===== src/rtl/regfile_wb_arbiter.sv =====
// Arbitrates the single register-file write port between ALU and long-latency writebacks,
// and tracks registers with pending long-latency results so decode can stall on them.
module regfile_wb_arbiter #(
    parameter int unsigned STARVE_LIMIT = 4
) (
    input  logic        clk_i,
    input  logic        reset_i,
    input  logic        ext_issue_i,
    input  logic [4:0]  ext_issue_rd_i,
    input  logic        alu_wb_valid_i,
    input  logic [4:0]  alu_wb_rd_i,
    input  logic [31:0] alu_wb_data_i,
    output logic        alu_wb_ready_o,
    input  logic        ext_wb_valid_i,
    input  logic [4:0]  ext_wb_rd_i,
    input  logic [31:0] ext_wb_data_i,
    output logic        ext_wb_ready_o,
    input  logic [4:0]  dec_rs1_i,
    input  logic [4:0]  dec_rs2_i,
    input  logic [4:0]  dec_rd_i,
    output logic        hazard_stall_o,
    output logic        rf_write_en_o,
    output logic [4:0]  rf_rd_addr_o,
    output logic [31:0] rf_rd_data_o
);

    typedef enum logic [0:0] {
        ALU_PRIO = 1'b0,
        EXT_PRIO = 1'b1
    } state_e;

    localparam logic [3:0] LIMIT = 4'(STARVE_LIMIT);

    state_e      state_q, state_d;
    logic [3:0]  starve_cnt_q, starve_cnt_d;
    logic [31:0] busy_q, busy_d;
    logic        rf_write_en_q;
    logic [4:0]  rf_rd_addr_q;
    logic [31:0] rf_rd_data_q;
    logic        wb_src_ext_q;
    logic        alu_gnt_s, ext_gnt_s;
    logic [4:0]  win_rd_s;
    logic [31:0] win_data_s;

    // Grant selection, starvation counter and priority-state next-state logic
    always_comb begin
        alu_gnt_s    = 1'b0;
        ext_gnt_s    = 1'b0;
        state_d      = state_q;
        starve_cnt_d = starve_cnt_q;
        case (state_q)
            EXT_PRIO: begin
                ext_gnt_s = ext_wb_valid_i;
                alu_gnt_s = alu_wb_valid_i & ~ext_wb_valid_i;
            end
            ALU_PRIO: begin
                alu_gnt_s = alu_wb_valid_i;
                ext_gnt_s = ext_wb_valid_i & ~alu_wb_valid_i;
            end
            default: begin
                alu_gnt_s = alu_wb_valid_i;
                ext_gnt_s = ext_wb_valid_i & ~alu_wb_valid_i;
            end
        endcase

        if (ext_gnt_s) begin
            starve_cnt_d = 4'd0;
        end else if (ext_wb_valid_i && (starve_cnt_q < LIMIT)) begin
            starve_cnt_d = starve_cnt_q + 4'd1;
        end else begin
            starve_cnt_d = starve_cnt_q;
        end

        case (state_q)
            ALU_PRIO: begin
                if (starve_cnt_d == LIMIT) begin
                    state_d = EXT_PRIO;
                end else begin
                    state_d = ALU_PRIO;
                end
            end
            EXT_PRIO: begin
                if (ext_gnt_s) begin
                    state_d = ALU_PRIO;
                end else begin
                    state_d = EXT_PRIO;
                end
            end
            default: state_d = ALU_PRIO;
        endcase
    end

    assign win_rd_s   = ext_gnt_s ? ext_wb_rd_i   : alu_wb_rd_i;
    assign win_data_s = ext_gnt_s ? ext_wb_data_i : alu_wb_data_i;

    // Scoreboard update: the clear tracks the committing write, a same-edge issue re-sets the bit
    always_comb begin
        busy_d = busy_q;
        if (rf_write_en_q && wb_src_ext_q) begin
            busy_d[rf_rd_addr_q] = 1'b0;
        end else begin
            busy_d = busy_q;
        end
        if (ext_issue_i && (ext_issue_rd_i != 5'd0)) begin
            busy_d[ext_issue_rd_i] = 1'b1;
        end else begin
            busy_d[0] = 1'b0;
        end
        busy_d[0] = 1'b0;
    end

    // State, scoreboard and registered write-port outputs
    always_ff @(posedge clk_i) begin
        if (reset_i) begin
            state_q       <= ALU_PRIO;
            starve_cnt_q  <= 4'd0;
            busy_q        <= 32'd0;
            rf_write_en_q <= 1'b0;
            rf_rd_addr_q  <= 5'd0;
            rf_rd_data_q  <= 32'd0;
            wb_src_ext_q  <= 1'b0;
        end else begin
            state_q      <= state_d;
            starve_cnt_q <= starve_cnt_d;
            busy_q       <= busy_d;
            if (alu_gnt_s || ext_gnt_s) begin
                rf_write_en_q <= (win_rd_s != 5'd0);
                rf_rd_addr_q  <= win_rd_s;
                rf_rd_data_q  <= win_data_s;
                wb_src_ext_q  <= ext_gnt_s;
            end else begin
                rf_write_en_q <= 1'b0;
            end
        end
    end

    assign alu_wb_ready_o = alu_gnt_s;
    assign ext_wb_ready_o = ext_gnt_s;
    assign hazard_stall_o = busy_q[dec_rs1_i] | busy_q[dec_rs2_i] | busy_q[dec_rd_i];
    assign rf_write_en_o  = rf_write_en_q;
    assign rf_rd_addr_o   = rf_rd_addr_q;
    assign rf_rd_data_o   = rf_rd_data_q;

endmodule

===== config.mk =====
export PLATFORM = sky130hd
export DESIGN_NAME = regfile_wb_arbiter
export DESIGN_NICKNAME = d
export VERILOG_FILES = /design/src/rtl/regfile_wb_arbiter.sv
export SDC_FILE = /design/constraint.sdc
export NUM_CORES = 1
export LEC_CHECK = 0
export CAP_MARGIN = 10
export CORE_MARGIN = 3
export CORE_UTILIZATION = 64
export CTS_CLUSTER_SIZE = 10
export DETAILED_ROUTE_END_ITERATION = 16
export DONT_BUFFER_PORTS = 1
export PLACE_DENSITY_LB_ADDON = 0.05
export SYNTH_ARGS = -nofsm -noshare
export SYNTH_HDL_FRONTEND = slang
export SYNTH_SLANG_ARGS = --single-unit

===== constraint.sdc =====
create_clock -name clk_i -period 2.6 [get_ports clk_i]
set_input_delay 0.13 -clock clk_i [delete_from_list [all_inputs] [get_ports clk_i]]
set_output_delay 0.13 -clock clk_i [all_outputs]
set_load 0.005 [all_outputs]

# ---- Yosys cells after proc, flatten, opt, wreduce, memory -nomap -nowiden
# Cells that the tools add are included.
dict set report word_totals {
  latch_bits 0
  ff_bits 76
  output_inout_bits 41
  romBits 0
  ramBits 0
  mem_count 0
  input_bits 99
}
dict set report classes {
  reduce_logical 9
  magnitude_cmp 8
  n_mul 0
  eq_ne 1
  add_sub_neg 1
  n_shift 0
  n_mux 21
  n_div 0
  bitwise 11
}
# cell n
set op_table {}
lappend op_table {{2-to-1 mux 32 bit} 2}
lappend op_table {{bitwise AND 32 bit} 1}
lappend op_table {{NOT 32 bit} 1}
lappend op_table {{bitwise OR 32 bit} 1}
lappend op_table {{2-to-1 mux 31 bit} 1}
lappend op_table {{less-than comparator 5 x 6 -> 1 bit, second input constant} 5}
lappend op_table {{binary-select mux 1 bit (select 5 bit)} 3}
lappend op_table {{demux 1 bit (select 5 bit)} 2}
lappend op_table {{>= comparator 5 x 1 -> 1 bit, second input constant} 2}
lappend op_table {{nonzero test 5 bit} 2}
lappend op_table {{2-to-1 mux 4 bit} 2}
lappend op_table {{2-to-1 mux 1 bit} 7}
lappend op_table {{case mux 1 bit (2 select lines)} 3}
lappend op_table {{logical AND 1 bit} 5}
lappend op_table {{2-to-1 mux 5 bit} 1}
lappend op_table {{adder 4 x 1 -> 4 bit, second input constant} 1}
lappend op_table {{== test 4 x 3 -> 1 bit, second input constant} 1}
lappend op_table {{less-than comparator 4 x 3 -> 1 bit, second input constant} 1}
lappend op_table {{NOT 1 bit} 4}
lappend op_table {{bitwise AND 1 bit} 2}
lappend op_table {{bitwise OR 1 bit} 2}
lappend op_table {{OR reduction 2 bit} 1}
lappend op_table {{logical OR 1 bit} 1}

# ---- Depth between registers and ports, before layout
dict set report logic_depth {
  word_depth 9
  mapped_depth 6
  depth_no_buf 5
}

# ---- Worst setup path before layout
# No wires, ideal clock.
dict set report synth_path {
  path_type {flip-flop to output port}
  start {reg busy_q[23]}
  end {out hazard_stall_o}
  arrival_ns 1.349
  path_slack_ns 1.121
  stages_incl_launch_ff 6
  cell_sequence {dfxtp_1 > mux4_2 > and4b_1 > a41oi_1 > o2111a_1 > nand4_1}
}
dict set report synth_between {
  elab_chain_cells 4
}
# element line
set synth_lines {}
lappend synth_lines {{from (decl)} 36} ;# logic [31:0] busy_q, busy_d;
lappend synth_lines {{from (signal assigned)} 125} ;# busy_q <= busy_d;
lappend synth_lines {{binary-select mux 1 bit (select 5 bit)} 139} ;# assign hazard_stall_o = busy_q[dec_rs1_i] | busy_q[dec_rs2_i] | busy_q[dec_rd_i];
lappend synth_lines {{2-to-1 mux 1 bit (implied by the code)} 139}
lappend synth_lines {{bitwise OR 1 bit} 139}
lappend synth_lines {{bitwise OR 1 bit (*)} 139}
lappend synth_lines {{to (decl)} 21} ;# output logic hazard_stall_o,
# Every way passes the cells marked *; elsewhere a longest branch is shown, timed or not. The select of a mux whose other input is x is not followed.

# ---- Worst setup path in the final report
dict set report layout_path {
  start {reg state_q}
  end {reg rf_rd_data_q[14], in the netlist rf_rd_data_o[14]}
}
dict set report layout_between {
  elab_chain_cells 3
}
# element line
set layout_lines {}
lappend layout_lines {{from (decl)} 34} ;# state_e state_q, state_d;
lappend layout_lines {{from (signal assigned)} 123} ;# state_q <= state_d;
lappend layout_lines {{NOT 1 bit} 51} ;# case (state_q)
lappend layout_lines {{case mux 1 bit (2 select lines)} 51}
lappend layout_lines {{2-to-1 mux 32 bit or logical OR 1 bit (tied branches)} {94, 126}}
lappend layout_lines {{to (signal assigned)} 129} ;# rf_rd_data_q <= win_data_s;
lappend layout_lines {{to (decl)} 39} ;# logic [31:0] rf_rd_data_q;
# Several ways; a longest one is shown, not always the timed one.
# A chain may end at the register's enable or synchronous reset.

==> impl_metrics.json <==
{
  "grt_max_degree": 40,
  "r2r-end": "rf_rd_data_o[14]",
  "synth_top_cell_by_area": "dfxtp_1",
  "die-area_um2": 7220,
  "run_status": "finished, final reports clean",
  "clk_pin_slew_worst_paths_ps": 80,
  "clk_latency_ps": 360,
  "wire_per_inst_um": 23.2,
  "cts_tree": "yes",
  "coreArea_um2": 5990,
  "hold_end": "rf_rd_addr_o[2]",
  "rsz0062_at_grt": "false",
  "rows": 28,
  "multi_input_comb_area_um2": 2340,
  "crit_type": "flip-flop to flip-flop",
  "numPortBuffers": 0,
  "reg2reg_from": "state_q",
  "wl_um": 13700,
  "synth_seq_cells": 75,
  "drt-initial-drc-count": 520,
  "holdPathStages": 2,
  "fin_crit_sh_pct": 76.2,
  "drv_cap": 0,
  "pin_count": 140,
  "cp.arrival_ps": 2190,
  "holdWs_ps": 13.2,
  "cts-root-buf": "clkbuf_8",
  "drive_above_1_share_pct": 8.33,
  "cp.required_ps": 2810,
  "drv_slew": 0,
  "synthFlopType": "dfxtp_1",
  "grt.overflow.total": 0,
  "setup_viol": 0,
  "ir_drop_mv": 0.440,
  "first_pass_iters": 5,
  "fin_skew_ps": 10.7,
  "nNetsFinal": 611,
  "crit_path_end_kind": "flip-flop",
  "drc": 0,
  "post-route-min-period_ps": 1980,
  "dieWidth_um": 85.0,
  "synth_nets": 547,
  "synth_cell_type_count": 46,
  "num_vias": 4112,
  "synth_top_area_share_pct": 37.6,
  "dp_hpwl_um": 7520,
  "hold_viol": 0,
  "grt_pass1_vias": 4214,
  "regToRegSetupSlack_ps": 620,
  "min-delay-path-class": "primary input to flip-flop",
  "leakage_nw": 1.93,
  "die_h_um": 85.0,
  "ys_seq_area_share_pct": 37.6,
  "setup.worst_path.start_class": "flip-flop",
  "fillers": 287,
  "finalSetupTns_ps": 0,
  "netlist_area_um2": 3990,
  "cts-htree-levels": 3,
  "antenna_left": 0,
  "slew_headroom_pct": 33.4,
  "worst_slew_pin_slew_ps": 997,
  "power.density_nw_per_um2": 535,
  "min-delay-start": "alu_wb_rd_i[2]",
  "clock-sinks": 75,
  "viasPerCell": 6.96,
  "synth_commonest_cells": "81 x nand2_1, 75 x dfxtp_1, 71 x o21ai_0",
  "async_flop_share_pct": 0,
  "register_area_um2": 1500,
  "max_freq_ghz": 0.505,
  "syn-mean-instance-area_um2": 8.93,
  "synth_most_common_cell": "nand2_1",
  "yosysWarnings": 0,
  "cts-buffers-inserted": 9,
  "synth_edf_count": 0,
  "insertedDiodeCount": 0,
  "synthCells": 447,
  "antenna_found_initial": 0,
  "start_util_pct": 66.6,
  "cts_buffer_depth": 2,
  "syn_to_final_growth_pct": 25.4,
  "grt_pass1_wl_um": 22200,
  "routabilityCongestion": 0.917,
  "grt_usage_pct": 39.2,
  "synth.area.top_cells": "dfxtp_1 38%, mux2i_1 13%, o21ai_0 8.9%",
  "cp_max_fo": 39,
  "ff2ff_path_depth": 5
}
-- cells by family after synthesis --
| group | count (synthesis) | synth area share [%] |
|---|---|---|
| mux | 69 | 22.9 |
| compound gates | 122 | 16.4 |
| flops | 75 | 37.6 |
| fa+ha+maj | 1 | 0.313 |
| xor+xnor | 1 | 0.219 |
| buf+inv | 31 | 4.29 |
| simple gates | 148 | 18.2 |
-- per-stage QoR --
step                util (%)  worst slack, ps  instances  area [µm²]  total power, mW
floorplan                  -             1120        447        3990             1.47
global placement        66.5             1030        497        3980             1.48
detailed placement      66.5             1020        497        3980             1.49
CTS                     83.6              629        591        5010             2.62
global route            83.6              547        591        5010             2.76
finish                  83.6              619        591        5010             2.68
-- report_power, final --
part,switching [mW],internal [mW]
Sequential,0.0692,1.20
Clock,0.461,0.596
Combinational,0.153,0.199
-- metal layers --
layer	global-route usage (%)	part of all wire [%]	wire length (µm)	up-vias
met5	0	0	0	-
met4	20.4	5.3	730	0
met3	10.7	11	1460	84
met2	65.7	48	6650	360
met1	45.6	36	4880	1906
li1	-	-	-	1762
-- critical path: stages, from the launching register on --
cell and delay, ps:
dfxtp_1 380, o21ai_4 180, buf_12 270, mux2i_1 230
dlygate4sd3_1 600, o21ai_0 130
-- area by class of cell --
type                            instances  share of cell area, %
Clock buffer                           11                   3.02
Sequential cell                        75                   30.0
Timing Repair Buffer                   81                   16.5
Inverter                                3                  0.225
Clock inverter                          5                   1.67
Multi-Input combinational cell        341                   46.7
Tap cell                               75                   1.87
-- placed cells by master (no fill, tap or decap), types with 5 or more instances in the layout --
cell / Yosys / layout
nand2_1: 81 / 81
dlygate4sd3_1: 0 / 77
mux2i_1: 50 / 50
nor2b_1: 5 / 5
nand3_1: 5 / 5
mux4_2: 14 / 14
nand3b_1: 9 / 9
clkbuf_8: 2 / 11
a21oi_1: 38 / 38
nor3_1: 8 / 8
dfxtp_1: 75 / 75
nor3b_1: 7 / 7
o21ai_0: 71 / 71
nor2_1: 13 / 13
-- what timing repair did --
item | 4_1_cts | 5_1_grt
endpoints found under the hold margin | 74 | 0
resized for setup | 0 | 0
hold buffers | 78 | 0
endpoints found under the setup margin | 0 | 0
buffers inserted | 0 | 0
-- sequential cells by signal, summed over array words and instances, names as in the netlist --
signal,count
rf_rd_addr_o,5
rf_rd_data_o,32
rf_write_en_o,1
starve_cnt_q,4
state_q,1
wb_src_ext_q,1
busy_q,31
-- worst max-delay path by stage --
stage                          from          endpoint  slack [ps]  depth (start not counted)
global placement         busy_q[23]    hazard_stall_o        1030                          5
CTS                      busy_q[23]    hazard_stall_o         630                          5
detailed placement  starve_cnt_q[0]           state_q        1020                          5
global route             busy_q[13]    hazard_stall_o         550                          5
floorplan                busy_q[23]    hazard_stall_o        1120                          5
finish                      state_q  rf_rd_data_o[14]         620                          5
Note: power is estimated with default switching activity, not from simulation.
